`config.mk`:
```
export PLATFORM = sky130hd
export DESIGN_NAME = call_sync_server
export DESIGN_NICKNAME = d
export VERILOG_FILES = /design/src/rtl/call_sync_server.sv
export SDC_FILE = /design/constraint.sdc
export NUM_CORES = 1
export LEC_CHECK = 0
export CORE_UTILIZATION = 30
export CTS_BUF_LIST = sky130_fd_sc_hd__clkbuf_8
export CTS_CLUSTER_SIZE = 30
export DETAILED_ROUTE_END_ITERATION = 7
export HOLD_SLACK_MARGIN = 0.06
export SLEW_MARGIN = 20
export SYNTH_ARGS = -nofsm -noshare
export SYNTH_HDL_FRONTEND = slang
export SYNTH_SLANG_ARGS = --single-unit
```
`constraint.sdc`:
```
create_clock -name clk -period 2.7 [get_ports clk]
set_input_delay 0.405 -clock clk [delete_from_list [all_inputs] [get_ports clk]]
set_output_delay 0.405 -clock clk [all_outputs]
set_load 0.01 [all_outputs]
```
`src/rtl/call_sync_server.sv`:
```
// Two-phase handshake server behind the call arbiter: synchronizes req_i, issues a start pulse,
// acks on done_i. Optional watchdog enabled by defining CALL_SRV_TIMEOUT_EN.
module call_sync_server #(
    parameter int unsigned SYNC_STAGES = 2,
    parameter int unsigned CNT_W       = 16,
    parameter int unsigned TIMEOUT_CYC = 1024
) (
    input  logic             clk,
    input  logic             rst,
    input  logic             req_i,
    output logic             ack_o,
    output logic             start_o,
    input  logic             done_i,
    output logic             busy_o,
    output logic             err_o,
    output logic             timeout_o,
    output logic [CNT_W-1:0] count_o
);

    typedef enum logic [1:0] {StIdle, StStart, StWait} state_e;

    state_e                 state_q, state_d;
    logic [SYNC_STAGES-1:0] sync_q;
    logic                   req_s;
    logic                   req_seen_q, req_seen_d;
    logic                   ack_q, ack_d;
    logic                   err_q, err_d;
    logic [CNT_W-1:0]       count_q, count_d;
    logic                   tmo_hit;

    assign req_s = sync_q[SYNC_STAGES-1];

    always_comb begin
        state_d    = state_q;
        req_seen_d = req_seen_q;
        ack_d      = ack_q;
        err_d      = err_q;
        count_d    = count_q;
        // Any phase change while a request is in flight is a protocol violation.
        if (state_q != StIdle && req_s != req_seen_q) begin
            err_d = 1'b1;
        end
        unique case (state_q)
            StIdle: begin
                if (req_s != req_seen_q) begin
                    state_d    = StStart;
                    req_seen_d = req_s;
                end
            end
            StStart, StWait: begin
                if (done_i) begin
                    state_d    = StIdle;
                    ack_d      = ~ack_q;
                    count_d    = count_q + CNT_W'(1);
                    req_seen_d = req_s;
                end else if (tmo_hit) begin
                    state_d    = StIdle;
                    ack_d      = ~ack_q;
                    req_seen_d = req_s;
                end else begin
                    state_d = StWait;
                end
            end
            default: state_d = StIdle;
        endcase
    end

    always_ff @(posedge clk) begin
        if (rst) begin
            state_q    <= StIdle;
            sync_q     <= '0;
            req_seen_q <= 1'b0;
            ack_q      <= 1'b0;
            err_q      <= 1'b0;
            count_q    <= '0;
        end else begin
            state_q    <= state_d;
            sync_q     <= {sync_q[SYNC_STAGES-2:0], req_i};
            req_seen_q <= req_seen_d;
            ack_q      <= ack_d;
            err_q      <= err_d;
            count_q    <= count_d;
        end
    end

`ifdef CALL_SRV_TIMEOUT_EN
    localparam int unsigned TmoW = $clog2(TIMEOUT_CYC);

    logic [TmoW-1:0] tmo_cnt_q, tmo_cnt_d;
    logic            timeout_q, timeout_d;

    assign tmo_hit = (state_q != StIdle) && (tmo_cnt_q == TmoW'(TIMEOUT_CYC - 1));

    always_comb begin
        tmo_cnt_d = tmo_cnt_q;
        timeout_d = timeout_q;
        // Zero while idle so the count is 0 in the START cycle.
        if (state_q == StIdle) begin
            tmo_cnt_d = '0;
        end else begin
            tmo_cnt_d = tmo_cnt_q + TmoW'(1);
        end
        if (tmo_hit && !done_i) begin
            timeout_d = 1'b1;
        end
    end

    always_ff @(posedge clk) begin
        if (rst) begin
            tmo_cnt_q <= '0;
            timeout_q <= 1'b0;
        end else begin
            tmo_cnt_q <= tmo_cnt_d;
            timeout_q <= timeout_d;
        end
    end

    assign timeout_o = timeout_q;
`else
    assign tmo_hit   = 1'b0;
    // Constant 0 for every legal TIMEOUT_CYC.
    assign timeout_o = (TIMEOUT_CYC == 0);
`endif

    assign ack_o   = ack_q;
    assign start_o = (state_q == StStart);
    assign busy_o  = (state_q != StIdle);
    assign err_o   = err_q;
    assign count_o = count_q;

endmodule

```
==> impl_metrics.env, run 1 <==
export IMPL_status="complete, no violations"
export IMPL_synth_area_leaders="dfxtp_1 44%, xnor2_1 7.6%, nor2_1 6.9%, ha_1 6.0%, a21oi_1 3.9%"
export IMPL_dp_hpwl_um=1480
export IMPL_synth_seq_cells=23
export IMPL_cts_setup_buffers=0
export IMPL_grt_ovfl_total=0
export IMPL_setup_tns_ns=0
export IMPL_fillers=336
export IMPL_dominantRegCellSynth="dfxtp_1"
export IMPL_syn_to_final_growth_pct=30.9
export IMPL_numClockSinks=23
export IMPL_via_per_inst=4.50
export IMPL_drv_slew=0
export IMPL_leakage_nw=0.477
export IMPL_io_pin_count=25
export IMPL_initial_core_util=0.326
export IMPL_synth_edf_count=0
export IMPL_hold_viol_final=0
export IMPL_multiInputGateArea_um2=524
export IMPL_syn_inst=122
export IMPL_diodes=0
export IMPL_cp_max_fo=6
export IMPL_cts_tree="built"
export IMPL_skew_ns=0.00558
export IMPL_fin_crit_sh=0.799
export IMPL_fmax_ghz=0.464
export IMPL_cts_buffers=3
export IMPL_crit_type="flop to flop"
export IMPL_avgSynthCellArea_um2=8.50
export IMPL_die_width_um=60.8
export IMPL_period_needed_ns=2.16
export IMPL_final_setup_viol_count=0
export IMPL_cts_root_buf="clkbuf_8"
export IMPL_yosys_area_top_type="dfxtp_1"
export IMPL_remaining_drc_errors=0
export IMPL_cts_clk_slew_worst_paths_ns=0.08
export IMPL_synth_distinct_cells=27
export IMPL_clockBufferDepth=2
export IMPL_die_area_um2=3700
export IMPL_setup_slack_ns=0.543
export IMPL_gp_congestion=0.785
export IMPL_finish_utilization=0.427
export IMPL_post_cts_resize_count=0
export IMPL_cp_data_required_time_ns=2.89
export IMPL_synth_top_area_frac=0.444
export IMPL_hold_path_class="flop to flop"
export IMPL_clk_latency_ns=0.26
export IMPL_drive_above_1_share=0.0616
export IMPL_core_area_um2=3180
export IMPL_nets=156
export IMPL_yosysSeqAreaShare=0.444
export IMPL_holdBufCountCts=0
export IMPL_endpoint_kind="flop"
export IMPL_wl_per_cell_um=10.3
export IMPL_grt_first_pass_wirelength_um=3280
export IMPL_async_reset_ff_frac=0
export IMPL_grt_usage=0.118
export IMPL_start_kind="flop"
export IMPL_r2r_slack_ns=0.54
export IMPL_p_per_area_nw_per_um2=510
export IMPL_port_buffers=23
export IMPL_antenna_left=0
export IMPL_antenna_found_initial=0
export IMPL_place_ws_ns=0.380
export IMPL_grt_pass1_vias=773
export IMPL_dieHeight_um=60.8
export IMPL_drtIter0Drc=10
export IMPL_grt_max_degree=15
export IMPL_maxCapViolCount=0
export IMPL_drt_pass1_iter_count=2
export IMPL_peakVddDrop_mv=0.159
export IMPL_seq_area_um2=460
export IMPL_vias=855
export IMPL_cp_arrival_ns=2.35
export IMPL_htreeDepth=1
export IMPL_syn_nets=131
export IMPL_yosys_warnings=0
export IMPL_routed_wl_um=1960
export IMPL_rsz0062_at_grt="no"
export IMPL_rows=20
export IMPL_syn_area_um2=1040
[power breakdown]
group	total, mW	internal (mW)	leakage, nW	switching [mW]
clock	0.207	0.103	0.0255	0.104
combinational	0.119	0.0593	0.265	0.0597
sequential	0.367	0.354	0.186	0.0130
[worst paths after layout]
kind	start	endpoint	cells after the start
min	sync_q[0]	sync_q[1]	1
min reg2reg	sync_q[0]	sync_q[1]	1
max reg2reg	state_q[0]	count_o[13]	6
max	state_q[0]	count_o[13]	6
[synthesized netlist by cell type, drive strengths merged (2+ instances only)]
cell,number
nand4,3
nor2b,2
clkbuf,3
nand3,6
or3,2
nor3,6
nor2,19
a21oi,8
inv,9
dfxtp,23
a31o,2
xor2,3
o21ai,2
nor4,2
xnor2,9
ha,5
nand2,9
[cell usage in the layout (no fill, tap or decap), types with 2 or more instances in the layout]
master           Yosys  final
o21ai_0              2      2
nor4_1               2      2
xnor2_1              9      9
dfxtp_1             23     23
nor3_1               6      6
clkdlybuf4s50_1      0     23
nand4_1              2      2
inv_1                9      9
or3_1                2      2
nand2_1              9      9
nor2b_1              2      2
nor2_1              19     19
xor2_1               3      3
a21oi_1              8      8
a31o_2               2      2
nand3_1              6      6
ha_1                 5      5
clkbuf_8             0      3
[flip-flops by register name, summed over array words and instances, names as in the netlist]
signal,count
count_o,16
ack_o,1
req_seen_q,1
err_o,1
state_q,2
sync_q,2
[worst max-delay path, cell delays in order, from the launching register on]
cell and delay [ns]:
dfxtp_1 0.39, inv_1 0.08, ha_1 0.38, nand4_2 0.19, or4_4 0.55, or3_1 0.37
a21oi_1 0.14
[cell type report]
class | instances | area share
multi-input combinational | 86 | 0.386
sequential | 23 | 0.339
timing repair buffer | 24 | 0.175
tap | 44 | 0.0406
clock buffer | 3 | 0.0304
inverter | 9 | 0.0249
clock inverter | 1 | 0.00369
[per-stage QoR]
step / power (mW) / hold slack [ns] / instances / instance area [um2]
after floorplan: 0.448 / 0.414 / 122 / 1040
after global placement: 0.493 / 0.419 / 186 / 1310
after detailed placement: 0.496 / 0.430 / 186 / 1310
after CTS: 0.702 / 0.449 / 190 / 1360
after global routing: 0.738 / 0.458 / 190 / 1360
final: 0.693 / 0.441 / 190 / 1360
[kinds of logic after synthesis]
kind of cell | share of synthesized area
DFF | 0.444
xor gates and xnor gates | 0.101
and+or+nand+nor | 0.251
buffers and inverters | 0.0507
adders and majority gates | 0.0603
muxes | 0.00965
AOI/OAI and AO/OA | 0.0796
other | 0.00362
[per-layer routing]
metal,wire length [um],part of all wire,vias up,GRT usage
met5,0,0,-,0
met4,0,0,0,0.0292
met3,67,0.034,0,0.0277
met2,875,0.45,20,0.190
met1,1020,0.52,385,0.160
li1,-,-,450,-
Note: power is estimated with default switching activity, not from simulation.
==> inputs of run 2 (changes only) <==
- clock period: 2.7 -> 1.76 ns (I/O delays scaled with it)
==> run 2 against run 1 <==
The run now ends with setup timing left. Die area is the same. Clock power grew 55%. Utilization grew 4.9 points. Maximum frequency grew 20%. Global-route usage grew 1.8 points. Combinational power grew 110%. Total power grew 63%. First-iteration DRC count grew to 2.5 times the previous value. Critical endpoint is now count_o[11]. Largest power group unchanged. Highest routed layer is now met4.
==> impl_metrics.env, run 2 (same netlist as run 1, synthesis figures left out) <==
export IMPL_htreeDepth=1
export IMPL_grt_pass1_vias=929
export IMPL_clockBufferDepth=2
export IMPL_gp_congestion=0.854
export IMPL_die_area_um2=3700
export IMPL_holdBufCountCts=0
export IMPL_numClockSinks=23
export IMPL_fin_area_um2=1510
export IMPL_cp_max_fo=4
export IMPL_wl_per_cell_um=11.0
export IMPL_rr_endpoint="count_o[11]"
export IMPL_rsz0062_at_grt="yes"
export IMPL_maxCapViolCount=0
export IMPL_start_kind="flop"
export IMPL_largest_reg_flops=16
export IMPL_violations="setup timing"
export IMPL_crit_type="flop to flop"
export IMPL_grt_ovfl_total=0
export IMPL_worstPathCellList="inv_2 -> ha_4 -> nand4_4 -> or4_4 -> or3_1 -> a21oi_1"
export IMPL_initial_core_util=0.326
export IMPL_clk_latency_ns=0.26
export IMPL_hold_path_class="flop to flop"
export IMPL_grt_first_pass_wirelength_um=3690
export IMPL_r2r_slack_ns=-0.05
export IMPL_worstRegToRegCells=6
export IMPL_grt_usage=0.136
export IMPL_antenna_found_initial=0
export IMPL_core_area_um2=3180
export IMPL_syn_to_final_growth_pct=45.8
export IMPL_cts_tree="built"
export IMPL_vias=916
export IMPL_dp_hpwl_um=1700
export IMPL_worstHoldEndpoint="sync_q[1]"
export IMPL_hold_viol_final=0
export IMPL_cp_data_required_time_ns=1.96
export IMPL_fmax_ghz=0.554
export IMPL_dieHeight_um=60.8
export IMPL_routed_wl_um=2260
export IMPL_layout_commonest_cell="clkdlybuf4s50_1"
export IMPL_fillers=346
export IMPL_placed_cell_area_um2=1450
export IMPL_endpoint_kind="flop"
export IMPL_period_needed_ns=1.81
export IMPL_peakVddDrop_mv=0.240
export IMPL_skew_ns=0.00180
export IMPL_drtIter0Drc=25
export IMPL_cts_buffers=3
export IMPL_drv_slew=0
export IMPL_placed_cells=201
export IMPL_fin_crit_sh=1.03
export IMPL_setup_tns_ns=-0.0867
export IMPL_finalPower_mw=1.13
export IMPL_drt_pass1_iter_count=4
export IMPL_remaining_drc_errors=0
export IMPL_p_per_area_nw_per_um2=747
export IMPL_drive_above_1_share=0.193
export IMPL_final_cell_mix="22 x clkdlybuf4s50_1, 21 x dfxtp_1, 19 x nor2_1"
export IMPL_cts_root_buf="clkbuf_8"
export IMPL_nets=171
export IMPL_diodes=0
export IMPL_cts_clk_slew_worst_paths_ns=0.08
export IMPL_rows=20
export IMPL_leakage_nw=0.574
export IMPL_final_setup_viol_count=2
export IMPL_layout_cells_non_filler=205
export IMPL_slowest_delay_ns=0.51
export IMPL_r2r_start="state_q[1]"
export IMPL_worstHoldStart="sync_q[0]"
export IMPL_setup_slack_ns=-0.0451
export IMPL_antenna_left=0
export IMPL_via_per_inst=4.47
export IMPL_die_width_um=60.8
export IMPL_status="complete, but fails checks"
export IMPL_port_buffers=23
export IMPL_cp_arrival_ns=2.01
export IMPL_grt_max_degree=24
export IMPL_worst_path_max_delay_cell="or4_4"
export IMPL_io_pin_count=25
export IMPL_hold_depth=1
## run 2: cell types whose count changed in the layout (fill, tap and decap cells not counted), sizes merged
cell / delta
buf: +15
clkdlybuf4s50: -1
clkinv: -1
dlymetal6s2s: +1
inv: +1
## run 2: area by class of cell
class,count,area [um2],share of cell area
Tap cell,44,55.1,0.0364
Inverter,9,33.8,0.0223
Sequential cell,23,463,0.306
Timing Repair Buffer,39,353,0.233
Multi-Input combinational cell,86,563,0.372
Clock inverter,1,3.75,0.00248
Clock buffer,3,41.3,0.0273
## run 2: metrics by stage
stage / hold slack (ns) / setup slack (ns) / util
5_1_grt: 0.456 / -0.120 / 0.476
2_1_floorplan: 0.392 / -0.0991 / -
4_1_cts: 0.440 / -0.0505 / 0.470
3_3_place_gp: 0.435 / -0.213 / 0.456
3_5_place_dp: 0.420 / -0.273 / 0.456
6_report: 0.441 / -0.0451 / 0.476
## run 2: worst max path at each step
| stage | from | to | slack, ns | depth (start not counted) |
|---|---|---|---|---|
| 6_report | state_q[1] | count_o[11] | -0.05 | 6 |
| 5_1_grt | state_q[1] | count_o[13] | -0.12 | 6 |
| 4_1_cts | state_q[1] | count_o[11] | -0.05 | 6 |
| 3_5_place_dp | done_i | count_o[11] | -0.27 | 5 |
| 3_3_place_gp | done_i | count_o[13] | -0.21 | 5 |
| 2_1_floorplan | state_q[0] | count_o[13] | -0.1 | 6 |
## run 2: timing repair
action / 4_1_cts / 5_1_grt
endpoints found under the setup margin: 3 / 6
pin swaps: 1 / 0
gates cloned: 0 / 0
resized for setup: 0 / 4
buffers inserted: 0 / 0
## run 2: critical path, delay by kind of cell (launching register included)
family                   cells  cell delay (ns)
flip-flops                   1             0.34
AO/OA/AOI/OAI                1             0.14
buffers and inverters        1             0.05
adder cells (fa/ha/maj)      1             0.27
AND/OR/NAND/NOR              3             0.94
## run 2: report_power, final
part	switching, mW	total (mW)	leakage (nW)	internal, mW
registers	0.0184	0.563	0.187	0.545
logic	0.113	0.246	0.360	0.133
clock network	0.165	0.320	0.0269	0.156
total	0.296	1.13	0.574	0.834
## run 2: layer usage
| layer | GRT usage | wire (um) |
|---|---|---|
| met4 | 0.0812 | 27 |
| met2 | 0.224 | 1110 |
| met3 | 0.0384 | 71 |
| met5 | 0 | 0 |
| met1 | 0.156 | 1040 |
